[src/rtl/chipmunk_pkg.sv]
// Shared types and opcode constants for the chipmunk accumulator CPU.
package chipmunk_pkg;

  typedef enum logic [1:0] {
    StFetch   = 2'd0,
    StDecode  = 2'd1,
    StExecute = 2'd2,
    StHalt    = 2'd3
  } state_e;

  typedef enum logic [2:0] {
    AluPass,
    AluAnd,
    AluAdd,
    AluOra,
    AluEor,
    AluInc
  } alu_op_e;

  localparam logic [7:0] OP_LDA_IMM = 8'h00;
  localparam logic [7:0] OP_LDX_IMM = 8'h01;
  localparam logic [7:0] OP_LDY_IMM = 8'h02;
  localparam logic [7:0] OP_AND_IMM = 8'h20;
  localparam logic [7:0] OP_ADD_IMM = 8'h21;
  localparam logic [7:0] OP_ORA_IMM = 8'h22;
  localparam logic [7:0] OP_EOR_IMM = 8'h23;
  localparam logic [7:0] OP_NOP     = 8'h80;
  localparam logic [7:0] OP_INX     = 8'h81;
  localparam logic [7:0] OP_INY     = 8'h82;
  localparam logic [7:0] OP_HLT     = 8'h83;
  localparam logic [7:0] OP_TAX     = 8'h98;
  localparam logic [7:0] OP_TAY     = 8'h99;
  localparam logic [7:0] OP_TXA     = 8'h9A;
  localparam logic [7:0] OP_TYA     = 8'h9B;

  // Upper-nibble classes; the lower nibble supplies address bits [11:8].
  localparam logic [3:0] CLS_LDA_ABS = 4'h4;
  localparam logic [3:0] CLS_STA_ABS = 4'h5;
  localparam logic [3:0] CLS_JMP     = 4'h6;
  localparam logic [3:0] CLS_BEQ     = 4'h7;

endpackage

[src/rtl/chipmunk_alu.sv]
// Combinational 8-bit ALU: pass-through, logic ops, add and increment, with zero detect.
module chipmunk_alu
  import chipmunk_pkg::*;
(
  input  alu_op_e     op_i,
  input  logic [7:0]  a_i,
  input  logic [7:0]  b_i,
  output logic [7:0]  result_o,
  output logic        zero_o
);

  always_comb begin
    result_o = b_i;
    unique case (op_i)
      AluPass: result_o = b_i;
      AluAnd:  result_o = a_i & b_i;
      AluAdd:  result_o = a_i + b_i;
      AluOra:  result_o = a_i | b_i;
      AluEor:  result_o = a_i ^ b_i;
      AluInc:  result_o = a_i + 8'd1;
      default: result_o = b_i;
    endcase
    zero_o = (result_o == 8'h00);
  end

endmodule

[src/rtl/chipmunk_cpu.sv]
// 8-bit accumulator CPU core with 12-bit addressing over an asynchronous external memory.
module chipmunk_cpu
  import chipmunk_pkg::*;
(
  input  logic        clk,
  input  logic        reset,
  input  logic [11:0] startPC,
  input  logic [7:0]  dataBus,
  output logic [7:0]  dataBusWrite,
  output logic [11:0] addrBus,
  output logic        weMem,
  output logic        done
);

  state_e      state_q, state_d;
  logic [11:0] pc_q, pc_d;
  logic [7:0]  a_q, a_d, x_q, x_d, y_q, y_d;
  logic [7:0]  ir_q, ir_d, data_q, data_d;
  logic        z_q, z_d;
  logic        done_q, done_d;

  alu_op_e     alu_op;
  logic [7:0]  alu_a, alu_b, alu_res;
  logic        alu_zero;
  logic [11:0] pc_inc, target;

  assign pc_inc = pc_q + 12'd1;
  assign target = {ir_q[3:0], dataBus};

  chipmunk_alu u_alu (
    .op_i     (alu_op),
    .a_i      (alu_a),
    .b_i      (alu_b),
    .result_o (alu_res),
    .zero_o   (alu_zero)
  );

  always_ff @(posedge clk) begin
    if (reset) begin
      state_q <= StFetch;
      pc_q    <= startPC;
      a_q     <= 8'h00;
      x_q     <= 8'h00;
      y_q     <= 8'h00;
      ir_q    <= 8'h00;
      data_q  <= 8'h00;
      z_q     <= 1'b0;
      done_q  <= 1'b0;
    end else begin
      state_q <= state_d;
      pc_q    <= pc_d;
      a_q     <= a_d;
      x_q     <= x_d;
      y_q     <= y_d;
      ir_q    <= ir_d;
      data_q  <= data_d;
      z_q     <= z_d;
      done_q  <= done_d;
    end
  end

  // Operand selection; the default passes dataBus through, which also serves LDA abs.
  always_comb begin
    alu_op = AluPass;
    alu_a  = a_q;
    alu_b  = dataBus;
    case (ir_q)
      OP_AND_IMM: alu_op = AluAnd;
      OP_ADD_IMM: alu_op = AluAdd;
      OP_ORA_IMM: alu_op = AluOra;
      OP_EOR_IMM: alu_op = AluEor;
      OP_INX: begin
        alu_op = AluInc;
        alu_a  = x_q;
      end
      OP_INY: begin
        alu_op = AluInc;
        alu_a  = y_q;
      end
      OP_TAX, OP_TAY: alu_b = a_q;
      OP_TXA:         alu_b = x_q;
      OP_TYA:         alu_b = y_q;
      default: ;
    endcase
  end

  always_comb begin
    state_d = state_q;
    pc_d    = pc_q;
    a_d     = a_q;
    x_d     = x_q;
    y_d     = y_q;
    ir_d    = ir_q;
    data_d  = data_q;
    z_d     = z_q;
    unique case (state_q)
      StFetch: begin
        ir_d    = dataBus;
        pc_d    = pc_inc;
        state_d = StDecode;
      end
      StDecode: begin
        state_d = StFetch;
        case (ir_q)
          OP_LDA_IMM, OP_AND_IMM, OP_ADD_IMM, OP_ORA_IMM, OP_EOR_IMM: begin
            a_d  = alu_res;
            z_d  = alu_zero;
            pc_d = pc_inc;
          end
          OP_LDX_IMM: begin
            x_d  = alu_res;
            z_d  = alu_zero;
            pc_d = pc_inc;
          end
          OP_LDY_IMM: begin
            y_d  = alu_res;
            z_d  = alu_zero;
            pc_d = pc_inc;
          end
          OP_INX, OP_TAX: begin
            x_d = alu_res;
            z_d = alu_zero;
          end
          OP_INY, OP_TAY: begin
            y_d = alu_res;
            z_d = alu_zero;
          end
          OP_TXA, OP_TYA: begin
            a_d = alu_res;
            z_d = alu_zero;
          end
          OP_HLT: state_d = StHalt;
          default: begin
            case (ir_q[7:4])
              CLS_JMP: pc_d = target;
              CLS_BEQ: pc_d = z_q ? target : pc_inc;
              CLS_LDA_ABS, CLS_STA_ABS: begin
                data_d  = dataBus;
                pc_d    = pc_inc;
                state_d = StExecute;
              end
              default: ;
            endcase
          end
        endcase
      end
      StExecute: begin
        state_d = StFetch;
        if (ir_q[7:4] == CLS_LDA_ABS) begin
          a_d = alu_res;
          z_d = alu_zero;
        end
      end
      StHalt: ;
      default: state_d = StFetch;
    endcase
  end

  assign done_d = (state_d == StHalt);

  always_comb begin
    addrBus      = pc_q;
    weMem        = 1'b0;
    dataBusWrite = a_q;
    done         = done_q;
    if (state_q == StExecute) begin
      addrBus = {ir_q[3:0], data_q};
      weMem   = (ir_q[7:4] == CLS_STA_ABS);
    end
  end

endmodule

[config.mk]
export PLATFORM = sky130hd
export DESIGN_NAME = chipmunk_cpu
export DESIGN_NICKNAME = d
export VERILOG_FILES = /design/src/rtl/chipmunk_pkg.sv /design/src/rtl/chipmunk_alu.sv /design/src/rtl/chipmunk_cpu.sv
export SDC_FILE = /design/constraint.sdc
export NUM_CORES = 1
export LEC_CHECK = 0
export CAP_MARGIN = 10
export CORE_ASPECT_RATIO = 1.1
export CORE_MARGIN = 2
export CORE_UTILIZATION = 39
export CTS_CLUSTER_SIZE = 25
export DETAILED_ROUTE_END_ITERATION = 16
export PLACE_DENSITY_LB_ADDON = 0.1
export SYNTH_ARGS = -nofsm -noshare
export SYNTH_HDL_FRONTEND = slang
export SYNTH_SLANG_ARGS = --single-unit
[constraint.sdc]
create_clock -name clk -period 5 [get_ports clk]
set_input_delay 1 -clock clk [delete_from_list [all_inputs] [get_ports clk]]
set_output_delay 1 -clock clk [all_outputs]
set_load 0.01 [all_outputs]
# Word level (Yosys, flattened, before mapping)
# Cells that the tools add are included.
# word_totals
ff_bits,56
input_bits,22
out_inout_bits,22
word_cells,87
# classes
n_addsub,3
eq_ne,30
n_mux,20
n_bitwise,4
reduce_logical,21
# ops
op,n
8-bit == test (second input constant),7
12-bit case mux with 2 select lines,2
8-bit case mux with 5 select lines,1
12-bit 2-to-1 mux,3
12-bit case mux with 3 select lines,1
8-bit by 6-bit == test with 1-bit output (second input constant),4
8-bit case mux with 2 select lines,2
8-bit case mux with 3 select lines,1
7-bit OR reduction,3
4-bit by 3-bit == test with 1-bit output (second input constant),4
8-bit logical NOT,2
8-bit 2-to-1 mux,2
3-bit case mux with 5 select lines,1
14-bit OR reduction,1
13-bit OR reduction,1
12-bit by 1-bit adder with 12-bit output (second input constant),1
3-bit AND reduction,4
8-bit by 1-bit adder with 8-bit output (second input constant),1
8-bit adder,1
8-bit AND,1
8-bit by 1-bit == test with 1-bit output (second input constant),1
8-bit by 2-bit == test with 1-bit output (second input constant),1
8-bit OR,1
8-bit XOR,1
20 further kinds,31

# Longest topological paths before layout
# Gate-level depths: netlist of the first run.
# logic_depth
depth_word,8
ltp_mapped,16
depth_no_buf,15

# Cells and area by module
# A second synthesis of the first run with hierarchy kept.
# unflattened
hier_cells,537
area_unflattened_um2,4322.9
# modules_own_cells
module,n_inst,cells_each,area_per_inst_um2,seq_area_each_um2
chipmunk_cpu,1,388,3225.6,1241.2
chipmunk_alu,1,149,1097.3,0.0

# Worst setup path before layout of the first run
# Ideal clock, no wire load.
# synth_path
path_kind,register -> register
startpoint,reg ir_q[0]
endpoint,reg z_q
setup_time_ns,0.059
arrival_time_ns,3.722
required_ns,4.941
path_slack_ns,1.220
path_stages_with_launch,15
path_buffers,5
synth_period_minus_slack_ns,3.780
path_cell_list,dfxtp_1 > buf_2 > buf_2 > clkbuf_1 > clkbuf_1 > buf_1 > a21oi_1 > ha_1 > fa_1 > xor2_1 > a32oi_1 > mux2i_1 > or4_1 > nor4_2 > a31o_1
# synth_via
elab_chain_len,8
word_cells_on_any_way,36
classes_between,2 x add/sub; 18 x eq/ne; 7 x mux; 3 x bitwise; 6 x reduce/logical
# synth_lines
item,line_no,source
from (decl),chipmunk_cpu.sv:18,"logic [7:0] ir_q, ir_d, data_q, data_d;"
from (signal assigned),chipmunk_cpu.sv:55,ir_q <= ir_d;
8-bit == test,"chipmunk_cpu.sv:67, chipmunk_cpu.sv:104",
2-bit OR reduction (on tied branches),-,
8-bit case mux with 3 select lines / 3-bit case mux with 5 select lines (equally long branches),chipmunk_cpu.sv:67,case (ir_q)
8-bit adder (tied with other cells),chipmunk_alu.sv:17,AluAdd: result_o = a_i + b_i;
8-bit case mux with 5 select lines,chipmunk_alu.sv:14,unique case (op_i)
8-bit logical NOT,chipmunk_alu.sv:23,zero_o = (result_o == 8'h00);
1-bit 2-to-1 mux (on tied branches),"chipmunk_cpu.sv:149, chipmunk_cpu.sv:104",
1-bit case mux with 2 select lines,chipmunk_cpu.sv:96,unique case (state_q)
to (signal assigned),chipmunk_cpu.sv:57,z_q <= z_d;
to (decl),chipmunk_cpu.sv:19,"logic z_q, z_d;"
# Several ways; a longest one is shown, not always the timed one. The select of a mux whose other input is x is not followed.
# A chain may end at the register's enable or synchronous reset.

# Worst setup path after layout of the first run
# layout_path
startpoint,reg ir_q[7]
endpoint,reg z_q
# Same word-level chain as after synthesis.

==> run_results.csv, run 1 <==
group,metric,value,unit
global_routing,grt_pass1_vias,3700,
yosys,synth.avg_cell_area,7.80,sq um
clocking,cts-resized-gates,0,
worst_setup_path,worst_setup_path_end_kind,"flop",
worst_setup_path,start_kind,"flop",
routing,ant_nets,0,
clocking,clk_pin_slew,80,ps
timing,slew_violations,0,
timing,period_needed,4110,ps
yosys,yosysMostFrequentCell,"nor2_1",
worst_setup_path,required,5240,ps
routing,dr.pass1.iters,5,
min_path,worstHoldStart,"data_q[2]",
run,max-cap-violations,0,
layout,multi_input_area,0.00278,sq mm
placed_design,io_buffers,43,
routing,via_per_inst,5.46,
clocking,cts_tree,"done",
clocking,cts_buffers,5,
placed_design,dp_hpwl,8860,um
yosys,synth_common_cells,"nor2_1 (85), nand2_1 (67), mux2i_1 (48)",
yosys,synth-seq-cells,56,
placed_design,globalplace.congestion,0.846,
worst_setup_path,worstReg2RegStart,"ir_q[7]",
global_routing,globalRouteTotalUtil,21.0,%
layout,drive_above_1_share,5.24,%
yosys,yosysSeqAreaShare,29.0,%
timing,setup_viol,0,
yosys,synth_top_area_cell,"dfxtp_1",
min_path,hold_path_class,"reg -> reg",
power_and_ir_drop,p_leak,2.05,nW
floorplan,die_h,114,um
timing,finalCritPeriodShare,82.2,%
clocking,cts_buffer_depth,2,
timing,slew_headroom,48.3,%
global_routing,antenna_found_initial,0,
yosys,synth_edf_count,12,
timing,finClkSkew,9.40,ps
routing,routedWlPerCell,17.0,um
timing,rsz0062_at_grt,"false",
floorplan,std_cell_rows,40,
worst_setup_path,crit_start,"ir_q[7]",
floorplan,die_w,104,um
timing,worstMarginPinSlew,776,ps
routing,drt-total-wl,12200,um
floorplan,die_area,0.0118,sq mm
timing,setup_tns,0,ps
floorplan,coreArea,0.0108,sq mm
clocking,cts_hold_buf,0,
routing,dr_total_vias,3923,
layout,diodes,0,
worst_setup_path,cp_max_fo,11,
yosys,yosysTopAreaCellShare,20.6,%
clocking,clk_latency,300,ps
yosys,synth_cells,548,
clocking,cts_root_buf,"clkbuf_16",
timing,max_freq,243,MHz
clocking,cts.sinks,56,
yosys,synth-async-reset-ratio,0,%
layout,seq_area,0.00124,sq mm
yosys,synth_nets,595,
power_and_ir_drop,p_per_area,260,mW/mm^2
global_routing,grt-ovfl-total,0,
yosys,syn-cell-area,0.00427,sq mm
floorplan,pin_count,44,
routing,drtIter0Drc,273,
layout,nets,618,
status,status,"completed",
layout,post-route-cell-area,0.00492,sq mm
power_and_ir_drop,power,0.00128,W
yosys,synthTopCellsByArea,"dfxtp_1 (21%), mux2i_1 (11%), edfxtp_1 (8.4%)",
routing,route.detailed.drc,0,
layout,fillers,1129,
timing,timing.final.hold_violations,0,
layout,area_delta_synth_final,15.1,%
clocking,post_cts_buffers,0,
worst_setup_path,critical_path_arrival,4350,ps
yosys,synth_cell_types,63,
worst_setup_path,critPathKind,"reg -> reg",
yosys,synth_ff_type,"dfxtp_1",
placed_design,dpl_cell_area,0.00477,sq mm
power_and_ir_drop,peakVddDrop,0.129,mV
global_routing,grt_start_max_net_pins,44,
floorplan,start_util,39.5,%
yosys,yosysWarnings,0,
global_routing,grt_first_pass_wirelength,19900,um
clocking,htreeDepth,2,
registers in the layout, indices dropped and copies added, names as in the netlist:
name and count:
dataBusWrite 8, data_q 8, done 1, ir_q 8, pc_q 12, state_q 2, x_q 8, y_q 8
z_q 1
final cells by class:
type,count,share of cell area (%)
Tap cell,147,3.74
Clock inverter,2,0.305
Inverter,24,1.83
Clock buffer,6,2.62
Timing Repair Buffer,50,9.72
Sequential cell,56,25.3
Multi-Input combinational cell,434,56.5
cells in the final DEF (no fill, tap or decap), drive strengths merged, types with 11 or more instances in the layout:
| cell type | count |
|---|---|
| a21oi | 41 |
| mux2i | 48 |
| dfxtp | 44 |
| nand3 | 13 |
| nand2 | 67 |
| o31ai | 11 |
| ha | 24 |
| inv | 25 |
| edfxtp | 12 |
| o21ai | 37 |
| nand2b | 15 |
| nor2 | 87 |
| clkdlybuf4s50 | 42 |
cell families (layout without fill, tap and decap cells):
logic type	Yosys count	in the layout	share of synthesized area (%)
and+or+nand+nor	214	214	23.5
xor gates and xnor gates	15	15	3.40
DFF	56	56	29.0
AOI/OAI and AO/OA	132	132	19.4
muxes	48	48	11.2
adders and majority gates	25	25	7.50
buffers and inverters	58	82	5.92
per-stage QoR:
step	util [%]	hold WS, ps	cells	worst slack (ps)
3_3_place_gp	44.2	479	711	943
2_1_floorplan	-	446	548	1220
3_5_place_dp	44.2	484	711	832
6_report	45.5	501	719	890
5_1_grt	45.5	540	719	541
4_1_cts	45.5	502	719	898
path summary, 6_finish.rpt:
check                            endpoint  slack [ps]  cells after the start
worst max register to register        z_q         890                     12
worst min register to register  data_q[2]         500                      2
worst min-delay path            data_q[2]         500                      2
worst max-delay path                  z_q         890                     12
power by group:
part	leakage (nW)	total [W]	internal, W	switching, W
registers	0.488	0.000553	0.000499	0.0000531
clock network	0.0714	0.000353	0.000188	0.000165
logic	1.49	0.000374	0.000172	0.000202
total	2.05	0.00128	0.000859	0.000420
routing by layer:
layer | routed length (um) | vias up | GRT usage [%]
met1 | 5650 | 1871 | 28.1
li1 | - | 1964 | -
met5 | 0 | - | 0
met2 | 6020 | 84 | 37.3
met3 | 471 | 4 | 2.57
met4 | 62 | 0 | 3.24
critical path, stage by stage (launching register included):
cell,delay [ps]
dfxtp_1,530
nand2b_1,340
or2_1,510
a21oi_1,350
o21ai_0,150
ha_1,260
fa_1,410
xor2_1,180
a32oi_1,190
mux2i_1,160
or4_1,610
nor4_2,190
a31o_1,170
Note: power is estimated with default switching activity, not from simulation.
==> run 2: changes to the inputs <==
Clock period 5 ns to 3.5 ns, I/O delays scaled along.
==> run 2 against run 1 <==
Non-clock buffer count up 55; global-route usage up 1.2 points; core utilization up 4.9 points; cell area grew 11%; setup slack got worse by 750 ps; routed wire length up 6.9%.
==> run_results.csv, run 2 (synthesized netlist as in run 1, its figures left out) <==
group,metric,value,unit
layout,largest_reg_flops,12,
layout,final_util,50.4,%
clocking,cts_root_buf,"clkbuf_16",
timing,setup_tns,0,ps
floorplan,pin_count,44,
timing,slew_violations,0,
power_and_ir_drop,p_per_area,352,mW/mm^2
routing,drtIter0Drc,221,
clocking,cts_hold_buf,0,
power_and_ir_drop,peakVddDrop,0.180,mV
floorplan,coreArea,0.0108,sq mm
power_and_ir_drop,p_leak,2.34,nW
floorplan,start_util,39.5,%
layout,nets,673,
worst_setup_path,reg2reg_slack,140,ps
layout,mostFrequentLayoutCell,"nor2_1",
min_path,holdPathEnd,"x_q[7]",
routing,routedWlPerCell,16.8,um
layout,regMostFlops,"pc_q",
timing,rsz0062_at_grt,"true",
clocking,cts_buffer_depth,2,
floorplan,std_cell_rows,40,
timing,finalCritPeriodShare,96.1,%
global_routing,grt_pass1_vias,4075,
routing,via_per_inst,5.41,
placed_design,io_buffers,43,
worst_setup_path,required,3750,ps
run,max-cap-violations,0,
placed_design,globalplace.congestion,0.901,
layout,diodes,0,
timing,finClkSkew,7.76,ps
routing,route.detailed.drc,0,
min_path,hold_depth,2,
worst_setup_path,critPathKind,"reg -> reg",
worst_setup_path,start_kind,"flop",
worst_setup_path,worstReg2RegStart,"ir_q[6]",
global_routing,grt_start_max_net_pins,56,
power_and_ir_drop,power,0.00192,W
clocking,cts.sinks,56,
min_path,worstHoldStart,"x_q[7]",
clocking,clk_latency,300,ps
worst_setup_path,worst_setup_path_end_kind,"flop",
routing,ant_nets,0,
routing,drt-total-wl,13000,um
clocking,htreeDepth,2,
worst_setup_path,critical_path_arrival,3610,ps
layout,area_delta_synth_final,27.6,%
global_routing,grt_first_pass_wirelength,20900,um
clocking,cts_buffers,5,
worst_setup_path,rr_endpoint,"z_q",
placed_design,numPlacedInstances,756,
global_routing,antenna_found_initial,0,
min_path,hold_path_class,"reg -> reg",
layout,post-route-cell-area,0.00545,sq mm
timing,slew_headroom,52.2,%
floorplan,die_h,114,um
floorplan,die_w,104,um
worst_setup_path,cp_max_fo,6,
timing,setup_viol,0,
status,status,"completed",
placed_design,dpl_cell_area,0.00512,sq mm
timing,max_freq,297,MHz
placed_design,dp_hpwl,9850,um
global_routing,grt-ovfl-total,0,
timing,worstMarginPinSlew,716,ps
floorplan,die_area,0.0118,sq mm
worst_setup_path,r2r_cells,12,
routing,dr.pass1.iters,4,
clocking,cts_tree,"done",
layout,mostFrequentLayoutCells,"nor2_1 (84), nand2_1 (66), buf_4 (61)",
routing,dr_total_vias,4186,
clocking,clk_pin_slew,70,ps
layout,instances_no_fill,774,
global_routing,globalRouteTotalUtil,22.3,%
timing,period_needed,3360,ps
timing,timing.final.hold_violations,0,
layout,drive_above_1_share,16.7,%
-- run 2: changes by cell type in the layout (fill, tap and decap cells not counted), sizes merged --
cell      previous run  this run
inv                 25        24
buf                  8        63
clkinvlp             0         1
-- run 2: worst max path at each step --
stage               startpoint  endpoint  cells after the start
global route           ir_q[0]       z_q                     13
global placement    dataBus[0]       z_q                     11
floorplan              ir_q[1]       z_q                     14
detailed placement  dataBus[0]       z_q                     11
finish                 ir_q[6]       z_q                     12
CTS                    ir_q[3]       z_q                     11
-- run 2: worst max-delay path, stage by stage, from the launching register on --
cell and delay, ps:
dfxtp_4 370, or4_4 570, nor2_4 150, buf_4 150, o22ai_1 80, a21oi_2 160
buf_4 150, fa_2 420, a32oi_1 210, mux2i_1 130, or4_4 540, nor4_4 220
a31o_1 160
-- run 2: where the power goes --
| group | leakage (nW) | internal [W] | switching, W | total [W] |
|---|---|---|---|---|
| combinational | 1.79 | 0.000306 | 0.000335 | 0.000641 |
| clock | 0.0645 | 0.000264 | 0.000237 | 0.000501 |
| sequential | 0.490 | 0.000714 | 0.0000622 | 0.000776 |
-- run 2: stage by stage --
stage	setup WS [ps]	hold WS, ps
floorplan	0.954	446
global placement	-17.5	470
detailed placement	-94.9	479
CTS	6.82	491
global route	-56.2	522
finish	137	495
-- run 2: cell type report --
class,count,area [sq um]
Sequential cell,56,1250
Multi-Input combinational cell,434,2880
Fill cell,1088,5360
Tap cell,147,184
Inverter,24,90.1
Clock buffer,6,129
Clock inverter,2,11.3
Timing Repair Buffer,105,903
-- run 2: per-layer routing --
layer	track usage (%)	vias up	part of all wire, %
li1	-	2069	-
met1	26.4	2015	44
met2	41.4	82	50
met3	2.97	20	3.1
met4	7.84	0	2.4
met5	0	-	0
-- run 2: repair_timing --
item | in CTS | in global routing
resized for setup | 2 | 27
endpoints found under the setup margin | 1 | 12
pin swaps | 1 | 18
setup buffers | 1 | 9
